--- src/rtl/caregiver_pkg.sv ---
// Shared definitions for the caregiver responder and the action regulator:
// one-hot action codes, stimulus bit indices, FSM state encoding, LFSR seed,
// and the action-to-stimulus lookup used at capture time.
package caregiver_pkg;

  localparam int ACT_W  = 8;
  localparam int STIM_W = 5;

  // One-hot action codes emitted by the action regulator.
  localparam logic [ACT_W-1:0] ACT_SLEEP     = 8'h01;
  localparam logic [ACT_W-1:0] ACT_EAT       = 8'h02;
  localparam logic [ACT_W-1:0] ACT_PLAY      = 8'h04;
  localparam logic [ACT_W-1:0] ACT_SMILE     = 8'h08;
  localparam logic [ACT_W-1:0] ACT_BABBLE    = 8'h10;
  localparam logic [ACT_W-1:0] ACT_KICK_LEGS = 8'h20;
  localparam logic [ACT_W-1:0] ACT_IDLE      = 8'h40;
  localparam logic [ACT_W-1:0] ACT_CRY       = 8'h80;

  // Stimulus bit positions fed back into the regulator.
  localparam int STIM_TICKLE    = 0;
  localparam int STIM_PLAY_WITH = 1;
  localparam int STIM_TALK_TO   = 2;
  localparam int STIM_CALM_DOWN = 3;
  localparam int STIM_FEED      = 4;

  // Reset value of the optional reaction-jitter LFSR.
  localparam logic [7:0] LFSR_SEED = 8'hA5;

  typedef enum logic [1:0] {
    ST_WATCH    = 2'd0,
    ST_WAIT     = 2'd1,
    ST_PULSE    = 2'd2,
    ST_COOLDOWN = 2'd3
  } cg_state_e;

  // True when exactly one bit of the action vector is set.
  function automatic logic is_onehot(input logic [ACT_W-1:0] act);
    return (act != '0) && ((act & (act - 8'd1)) == '0);
  endfunction

  // Stimulus answering a given action; zero means "no response".
  // CRY alternates calm_down / feed on the parity of the cry streak.
  function automatic logic [STIM_W-1:0] resp_lookup(input logic [ACT_W-1:0] act,
                                                    input logic            cry_odd);
    logic [STIM_W-1:0] r;
    r = '0;
    case (act)
      ACT_SMILE:            r[STIM_TICKLE]    = 1'b1;
      ACT_KICK_LEGS:        r[STIM_PLAY_WITH] = 1'b1;
      ACT_BABBLE, ACT_IDLE: r[STIM_TALK_TO]   = 1'b1;
      ACT_CRY: begin
        if (cry_odd) r[STIM_FEED]      = 1'b1;
        else         r[STIM_CALM_DOWN] = 1'b1;
      end
      default:              r = '0;
    endcase
    return r;
  endfunction

endpackage

--- src/rtl/caregiver_lfsr.sv ---
// 8-bit Fibonacci LFSR (taps 8,6,5,4, seed 8'hA5) supplying 0..3 cycles of reaction jitter.
// Ports: clk, rst_n (sync, active-low), jit_o = two low LFSR bits. Only built with CAREGIVER_JITTER_EN.
// Advances every cycle; no backpressure.
module caregiver_lfsr
  import caregiver_pkg::*;
(
  input  logic       clk,
  input  logic       rst_n,
  output logic [1:0] jit_o
);

  logic [7:0] lfsr_q;
  logic [7:0] lfsr_d;

  // Shift toward the MSB, feedback from taps 8,6,5,4 (bits 7,5,4,3).
  assign lfsr_d = {lfsr_q[6:0], lfsr_q[7] ^ lfsr_q[5] ^ lfsr_q[4] ^ lfsr_q[3]};

  always_ff @(posedge clk) begin
    if (!rst_n) lfsr_q <= LFSR_SEED;
    else        lfsr_q <= lfsr_d;
  end

  assign jit_o = lfsr_q[1:0];

endmodule

--- src/rtl/caregiver_responder.sv ---
// Caregiver model: watches the one-hot action vector and answers with timed stimulus pulses.
// Ports: clk, rst_n (sync, active-low), action[7:0], enable -> stimuli_out[4:0], busy,
//        response_count[7:0] (saturating), onehot_err (sticky). Optional jitter: CAREGIVER_JITTER_EN.
// Latency: capture at edge k -> stimuli_out high after edges k+REACT_DELAY .. k+REACT_DELAY+PULSE_LEN-1.
module caregiver_responder
  import caregiver_pkg::*;
#(
  parameter int DELAY_W      = 4,
  parameter int REACT_DELAY  = 3,
  parameter int PULSE_LEN    = 2,
  parameter int COOLDOWN_LEN = 4
) (
  input  logic        clk,
  input  logic        rst_n,
  input  logic [7:0]  action,
  input  logic        enable,
  output logic [4:0]  stimuli_out,
  output logic        busy,
  output logic [7:0]  response_count,
  output logic        onehot_err
);

  localparam int CNT_MAX = (1 << DELAY_W) - 1;

  // Every timing parameter has to fit the shared counter.
  if (DELAY_W < 1 || DELAY_W > 16) begin : g_bad_width
    $error("caregiver_responder: DELAY_W must be 1..16");
  end
  if (REACT_DELAY < 0 || REACT_DELAY > CNT_MAX) begin : g_bad_react
    $error("caregiver_responder: REACT_DELAY exceeds counter range");
  end
  if (PULSE_LEN < 1 || PULSE_LEN > CNT_MAX) begin : g_bad_pulse
    $error("caregiver_responder: PULSE_LEN must be 1..2^DELAY_W-1");
  end
  if (COOLDOWN_LEN < 0 || COOLDOWN_LEN > CNT_MAX) begin : g_bad_cool
    $error("caregiver_responder: COOLDOWN_LEN exceeds counter range");
  end

  localparam logic [DELAY_W-1:0] REACT_C = DELAY_W'(REACT_DELAY);
  localparam logic [DELAY_W-1:0] PULSE_C = DELAY_W'(PULSE_LEN);
  localparam logic [DELAY_W-1:0] COOL_C  = DELAY_W'(COOLDOWN_LEN);
  localparam logic [DELAY_W-1:0] CNT_ONE = DELAY_W'(1);

  cg_state_e           state_q;
  logic [DELAY_W-1:0]  cnt_q;
  logic [ACT_W-1:0]    cap_action_q;
  logic [STIM_W-1:0]   resp_bit_q;
  logic [STIM_W-1:0]   stim_q;
  logic                cry_odd_q;      // parity of the cry streak; only the LSB picks the response
  logic [7:0]          resp_cnt_q;
  logic                onehot_err_q;

  logic                act_valid;
  logic                is_cry;
  logic [STIM_W-1:0]   resp_now;
  logic                capture;
  logic [DELAY_W-1:0]  delay_load;
  logic [7:0]          resp_cnt_d;

  assign act_valid = is_onehot(action);
  assign is_cry    = (action == ACT_CRY);
  assign resp_now  = resp_lookup(action, cry_odd_q);
  // Actions without a response (SLEEP/EAT/PLAY) are never captured.
  assign capture   = enable && act_valid && (resp_now != '0);
  assign resp_cnt_d = (resp_cnt_q == 8'hFF) ? resp_cnt_q : resp_cnt_q + 8'd1;

`ifdef CAREGIVER_JITTER_EN
  logic [1:0]         jit;
  logic [DELAY_W:0]   jit_sum;

  caregiver_lfsr u_lfsr (
    .clk   (clk),
    .rst_n (rst_n),
    .jit_o (jit)
  );

  // Extra 0..3 cycles of reaction time, clamped to the counter maximum.
  assign jit_sum    = (DELAY_W+1)'(REACT_DELAY) + (DELAY_W+1)'(jit);
  assign delay_load = (jit_sum > (DELAY_W+1)'(CNT_MAX)) ? '1 : jit_sum[DELAY_W-1:0];
`else
  assign delay_load = REACT_C;
`endif

  always_ff @(posedge clk) begin
    if (!rst_n) begin
      state_q      <= ST_WATCH;
      cnt_q        <= '0;
      cap_action_q <= '0;
      resp_bit_q   <= '0;
      stim_q       <= '0;
      cry_odd_q    <= 1'b0;
      resp_cnt_q   <= '0;
      onehot_err_q <= 1'b0;
    end else begin
      if (!act_valid) onehot_err_q <= 1'b1;

      case (state_q)
        ST_WATCH: begin
          if (capture) begin
            cap_action_q <= action;
            resp_bit_q   <= resp_now;
            if (delay_load == '0) begin
              // Zero reaction time: the pulse starts on the capture edge.
              state_q    <= ST_PULSE;
              stim_q     <= resp_now;
              cnt_q      <= PULSE_C;
              resp_cnt_q <= resp_cnt_d;
              cry_odd_q  <= is_cry ? ~cry_odd_q : 1'b0;
            end else begin
              state_q <= ST_WAIT;
              cnt_q   <= delay_load;
              if (!is_cry) cry_odd_q <= 1'b0;
            end
          end
        end

        ST_WAIT: begin
          // The caregiver gives up if the baby changes its mind or leaves.
          if (action != cap_action_q || !enable) begin
            state_q <= ST_WATCH;
            cnt_q   <= '0;
          end else if (cnt_q == CNT_ONE) begin
            state_q    <= ST_PULSE;
            stim_q     <= resp_bit_q;
            cnt_q      <= PULSE_C;
            resp_cnt_q <= resp_cnt_d;
            if (cap_action_q == ACT_CRY) cry_odd_q <= ~cry_odd_q;
          end else begin
            cnt_q <= cnt_q - CNT_ONE;
          end
        end

        ST_PULSE: begin
          // Runs to completion regardless of enable or action changes.
          if (cnt_q <= CNT_ONE) begin
            stim_q <= '0;
            if (COOL_C == '0) begin
              state_q <= ST_WATCH;
              cnt_q   <= '0;
            end else begin
              state_q <= ST_COOLDOWN;
              cnt_q   <= COOL_C;
            end
          end else begin
            cnt_q <= cnt_q - CNT_ONE;
          end
        end

        ST_COOLDOWN: begin
          if (cnt_q <= CNT_ONE) begin
            state_q <= ST_WATCH;
            cnt_q   <= '0;
          end else begin
            cnt_q <= cnt_q - CNT_ONE;
          end
        end

        default: begin
          state_q <= ST_WATCH;
          stim_q  <= '0;
          cnt_q   <= '0;
        end
      endcase
    end
  end

  assign stimuli_out    = stim_q;
  assign busy           = (state_q != ST_WATCH);
  assign response_count = resp_cnt_q;
  assign onehot_err     = onehot_err_q;

endmodule

--- config.mk ---
export PLATFORM = sky130hd
export DESIGN_NAME = caregiver_responder
export DESIGN_NICKNAME = d
export VERILOG_FILES = /design/src/rtl/caregiver_pkg.sv /design/src/rtl/caregiver_lfsr.sv /design/src/rtl/caregiver_responder.sv
export SDC_FILE = /design/constraint.sdc
export NUM_CORES = 1
export LEC_CHECK = 0
export ABC_AREA = 1
export ABC_CLOCK_PERIOD_IN_PS = 1900
export CAP_MARGIN = 20
export CORE_ASPECT_RATIO = 0.6
export CORE_MARGIN = 5
export CORE_UTILIZATION = 34
export CTS_CLUSTER_DIAMETER = 60
export DETAILED_ROUTE_END_ITERATION = 16
export SKIP_LAST_GASP = 1
export SYNTH_ARGS = -nofsm -noshare
export SYNTH_HDL_FRONTEND = slang
export SYNTH_SLANG_ARGS = --single-unit
--- constraint.sdc ---
create_clock -name clk -period 1.9 [get_ports clk]
set_input_delay 0.19 -clock clk [delete_from_list [all_inputs] [get_ports clk]]
set_output_delay 0.19 -clock clk [all_outputs]
set_load 0.05 [all_outputs]
==> impl_metrics.ini <==
[power_and_ir_drop]
power.total_mw = 1.40
p_per_area_mw_per_mm2 = 517
max-vdd-ir-drop_mv = 0.287
p_leak_nw = 1.12

[timing]
slew_viol_final = 0
tightest_slew_ns = 0.500
setup_viol = 0
rsz0062_at_grt = no
max_freq_ghz = 0.561
slew_headroom_pct = 66.5
fin_worst_skew_ns = 0.00611
post-route-min-period_ns = 1.78
finalHoldViolations = 0
hold_ws_ns = 0.315
fin_crit_sh_pct = 93.9

[die]
start_util_pct = 34.5
rows = 22
die_area_mm2 = 0.00780
pin_count = 26
fp.dieH_um = 70.4
core_area_mm2 = 0.00600
die_w_um = 111

[placed_design]
place_congestion = 0.806
numPortBuffers = 25
placedCellCount = 450
hpwl_um = 4220

[outcome]
status = complete, no violations

[global_routing]
grt_pass1_vias = 1861
grtUsageTotal_pct = 13.9
grt_pass1_wl_um = 8960
grt_remaining_overflow = 0
antenna_found_initial = 0
grt_start_max_net_pins = 22

[setup_path]
cp.arrival_ns = 2.01
path_max_fanout = 7
critical_path.startpoint_type = primary input
cp.required_ns = 2.12
crit_type = in -> reg
endpoint_kind = register

[cts]
post_cts_resized = 0
clockBufferDepth = 2
cts_setup_buffers = 0
cts_max_level = 2
cts_tree = built
root_buffer = clkbuf_8
cts_made_buffers = 5
clock-sinks = 34
cts_hold_buffers = 0
clkTransAtPathRegs_ns = 0.07
clk_latency_ns = 0.29

[synthesis]
yosys.area.top_type_share_pct = 32.9
synth-seq-area-share_pct = 32.9
synthArstFlopShare_pct = 0
synth-edff-count = 0
synth_area_leader_cell = dfxtp_1
syn_inst = 318
synth.ff_latch_count = 34
ys_types = 35
ys.flop_type = dfxtp_1
yosys-top-cells-count = 69 x nand2_1, 47 x inv_1, 43 x nor2_1, 34 x dfxtp_1, 24 x a21oi_1
synth_warnings = 0
synthTopCellsByArea = dfxtp_1 33%, nand2_1 13%, inv_1 8.5%, nor2_1 7.8%, a21oi_1 5.8%
syn_area_mm2 = 0.00207
syn_avg_cell_area_um2 = 6.51
syn_nets = 332
synth_most_common_cell = nand2_1

[detailed_routing]
ant_nets = 0
drt_iter0_drc = 178
num_vias = 2121
first_pass_iters = 5
drc = 0
wl_per_cell_um = 11.6
routed_via_density = 4.63
drt_wl_total_um = 5320

[final_layout]
diodes = 0
drive_gt1_share_pct = 16.8
multiInputGateArea_mm2 = 0.00116
seqCellArea_um2 = 681
fillerInstances = 653
stdcell_count = 458
nets = 387
area_growth_pct = 31.0

[job]
cap_violations = 0

[worst_hold_path]
hold_path_class = in -> reg
## layer usage
| metal | vias to the layer above | track usage, % | wire (µm) |
|---|---|---|---|
| met1 | 943 | 22.0 | 3050 |
| li1 | 1126 | - | - |
| met5 | - | 0 | 0 |
| met3 | 5 | 4.16 | 271 |
| met2 | 47 | 18.3 | 1970 |
| met4 | 0 | 2.05 | 27 |
## critical path, stage by stage
cell and delay, ns:
clkdlybuf4s50_1 0.57, inv_1 0.09, nand2_1 0.12, nand4_1 0.10, nor2_1 0.22, nand3_2 0.17, a21oi_4 0.23, buf_4 0.16
o21ai_0 0.07, nor2_1 0.09
## per-stage QoR
stage	setup TNS (ns)	cell area, µm²	utilization, %	worst slack, ns
6_report	0	2710	45.2	0.117
5_1_grt	0	2710	45.2	0.00983
4_1_cts	0	2700	44.9	0.0798
3_5_place_dp	-3.39	2600	43.4	-0.213
2_1_floorplan	0	2070	-	0.156
3_3_place_gp	-3.08	2600	43.4	-0.227
## worst paths after layout
path,from,end,slack (ns),depth (start not counted)
setup / recovery,action[5],stimuli_out[1],0.12,10
hold / removal,action[4],cap_action_q[4],0.32,3
setup reg to reg,cnt_q[0],stimuli_out[3],0.22,9
hold reg to reg,resp_bit_q[4],resp_bit_q[4],0.47,2
## flip-flops by register name, summed over array words and instances (netlist names), named ones only
register / count
resp_bit_q: 5
cap_action_q: 8
stimuli_out: 5
cnt_q: 4
cry_odd_q: 1
response_count: 8
state_q: 1
onehot_err: 1
## final cells by class
cell class | count | share of cell area (%)
Clock buffer | 7 | 3.19
Clock inverter | 1 | 0.185
Inverter | 50 | 6.97
Multi-Input combinational cell | 227 | 42.9
Sequential cell | 34 | 25.1
Tap cell | 84 | 3.88
Timing Repair Buffer | 55 | 17.7
## logic make-up after synthesis
| family | synth area share [%] |
|---|---|
| AO/OA/AOI/OAI | 13.9 |
| flip-flops | 32.9 |
| XOR/XNOR | 3.39 |
| adder cells (fa/ha/maj) | 1.81 |
| buffers and inverters | 11.2 |
| AND/OR/NAND/NOR | 36.8 |
## power breakdown
part | switching, mW | internal [mW] | total [mW]
clock network | 0.266 | 0.292 | 0.558
registers | 0.000559 | 0.714 | 0.714
logic | 0.0734 | 0.0555 | 0.129
## cells in the final DEF, fill, tap and decap left out, drive strengths merged
master and count:
a21o 1, a21oi 26, and2 1, buf 31, clkbuf 7, clkdlybuf4s50 21
clkinv 2, dfxtp 34, dlymetal6s2s 3, ha 3, inv 49, nand2 74
nand3 21, nand4 12, nor2 48, nor3 6, nor3b 1, nor4 1
o211ai 1, o21a 1, o21ai 21, o31ai 1, or2 1, xnor2 6
xor2 2
Note: power is estimated with default switching activity, not from simulation.
==> variant: new RTL, config.mk and constraints unchanged <==
Reset style: asynchronous (`rst_n`), changed in one clocked block.
--- a/src/rtl/caregiver_responder.sv
+++ b/src/rtl/caregiver_responder.sv
@@ -83,3 +83,3 @@
 
-  always_ff @(posedge clk) begin
+  always_ff @(posedge clk or negedge rst_n) begin
     if (!rst_n) begin
Function: differs if rst_n is asserted again (counterexample within 4 cycles, from zero or initial values and one cycle with rst_n low); with rst_n held inactive, the same outputs for 10 cycles.
==> variant against the unedited design <==
  * Wire length shrank 12%
  * Sequential share of layout area grew 6.7 points
  * Cell area shrank 1.3%
  * Count of clock-buffer cells in the layout shrank 1
  * Worst hold slack lost 6.1 ps
  * Synthesized area is essentially flat
  * Sequential cell count is the same
  * Global-route usage shrank 1.4 points
  * Core utilization shrank 0.58 points
  * Synthesized cell count shrank 12%
  * Setup slack gained 42 ps
  * Critical endpoint is now response_count[5]
Power is not compared: it rests on default switching activity, and its combinational part moved more than twofold at a synthesized area within 25%.
==> variant: results (changes against the unedited design) <==
Final Non-Filler Cells=417 (was 458); Tot GR Track Use=12.52% (was 13.95%); Synth Area in Compound Gates=9.909% (was 13.91%); Worst setup endpoint=response_count[5] (was stimuli_out[1]); Worst R2R Start=response_count[0] (was cnt_q[0]); dpl cell area=2577 µm² (was 2604 µm²); CTS buffer count=5 (unchanged); nature of the critical path endpoint=output port (was flip-flop); CTS root buffer=clkbuf_8 (unchanged); met3 Use GR=4.242% (was 4.156%); drt pass-1 iters=4 (was 5); net count after synthesis=293 (was 332); xor-xnor portion of the synthesized cell area=4.230% (was 3.386%); r2r setup slk=250 ps (was 220 ps); Max clock buf depth=2 (unchanged); vias in the first global route=1,633 (was 1,861); slew margin rel.=66.64% (was 66.55%); worst r2r path cells=11 (was 9); leading cell types by count after synthesis=82 x nand2_1, 36 x inv_1, 34 x dfrtp_1, 24 x nor2_1, 20 x nand3_1 (was 69 x nand2_1, 47 x inv_1, 43 x nor2_1, 34 x dfxtp_1, 24 x a21oi_1); first-pass GRT wire length=7.955 mm (was 8.956 mm); slowest cell delay on critical path=840 ps (was 570 ps); Initial DRC Count=186 (was 178); M1 GR Usage=19.92% (was 22.04%); largest fanout on the critical path=6 (was 7); Async SR Flop Fraction=100.0% (was 0%); DR vias=1,789 (was 2,121); FF-to-FF End=response_count[6] (was stimuli_out[3]); Critical Path Start=response_count[5] (was action[5]); row count=22 (unchanged); top cells by area, synth=dfrtp_1 41%, nand2_1 15%, inv_1 6.5% (was dfxtp_1 33%, nand2_1 13%, inv_1 8.5%); worst min path class=in -> async (was in -> reg); clock skew=7.689 ps (was 6.112 ps); status=finished clean (unchanged); DP HPWL=3.712 mm (was 4.218 mm); crit path DAT=1550 ps (was 2010 ps); nets=346 (was 387); GPL Wtd Cong=0.8357 (was 0.8055); Synth Area in Adders=1.813% (was 1.814%); share of cells above drive strength 1=18.92% (was 16.84%); dpl ws=-126.3 ps (was -213.4 ps); met2 Track Usage GR=15.39% (was 18.35%); sequential cell area fraction in the yosys report=41.09% (was 32.89%); Synth Flop Type=dfrtp_1 (was dfxtp_1); placed cells=409 (was 450); Tmin final=1741 ps (was 1783 ps); Routed Wire Length=4.659 mm (was 5.317 mm); Yosys cell types=28 (was 35); largest net degree at the start of global routing=35 (was 22)
==> variant: per-layer routing <==
layer	vias to the layer above	wire, µm
li1	982	-
met1	756	2632
met2	47	1673
met3	4	316
met4	0	37
met5	-	0
==> variant: final cells by class <==
type | instances | area, µm²
well taps | 84 | 105.1
inverters | 45 | 168.9
clock inverters | 2 | 12.51
fillers | 622 | 3326
flip-flops and latches | 34 | 850.8
clock buffers | 6 | 82.58
repair buffers | 47 | 415.4
multi-input cells | 199 | 1040
==> variant: power groups by stage <==
stage                     sequential (W)  clock, W  combinational (W)
after global routing            0.000817  0.000621           0.000774
after CTS                       0.000813  0.000579           0.000693
after global placement          0.000825         0           0.000688
after detailed placement        0.000827         0           0.000690
final                           0.000814  0.000569           0.000689
after floorplan                 0.000824         0           0.000458
==> variant: cell families (layout without fill, tap and decap cells) <==
family          count (synthesis)  count (layout)
buf+inv                        46             100
compound gates                 34              34
xor+xnor                       10              10
simple gates                  152             152
fa+ha+maj                       3               3
flops                          34              34
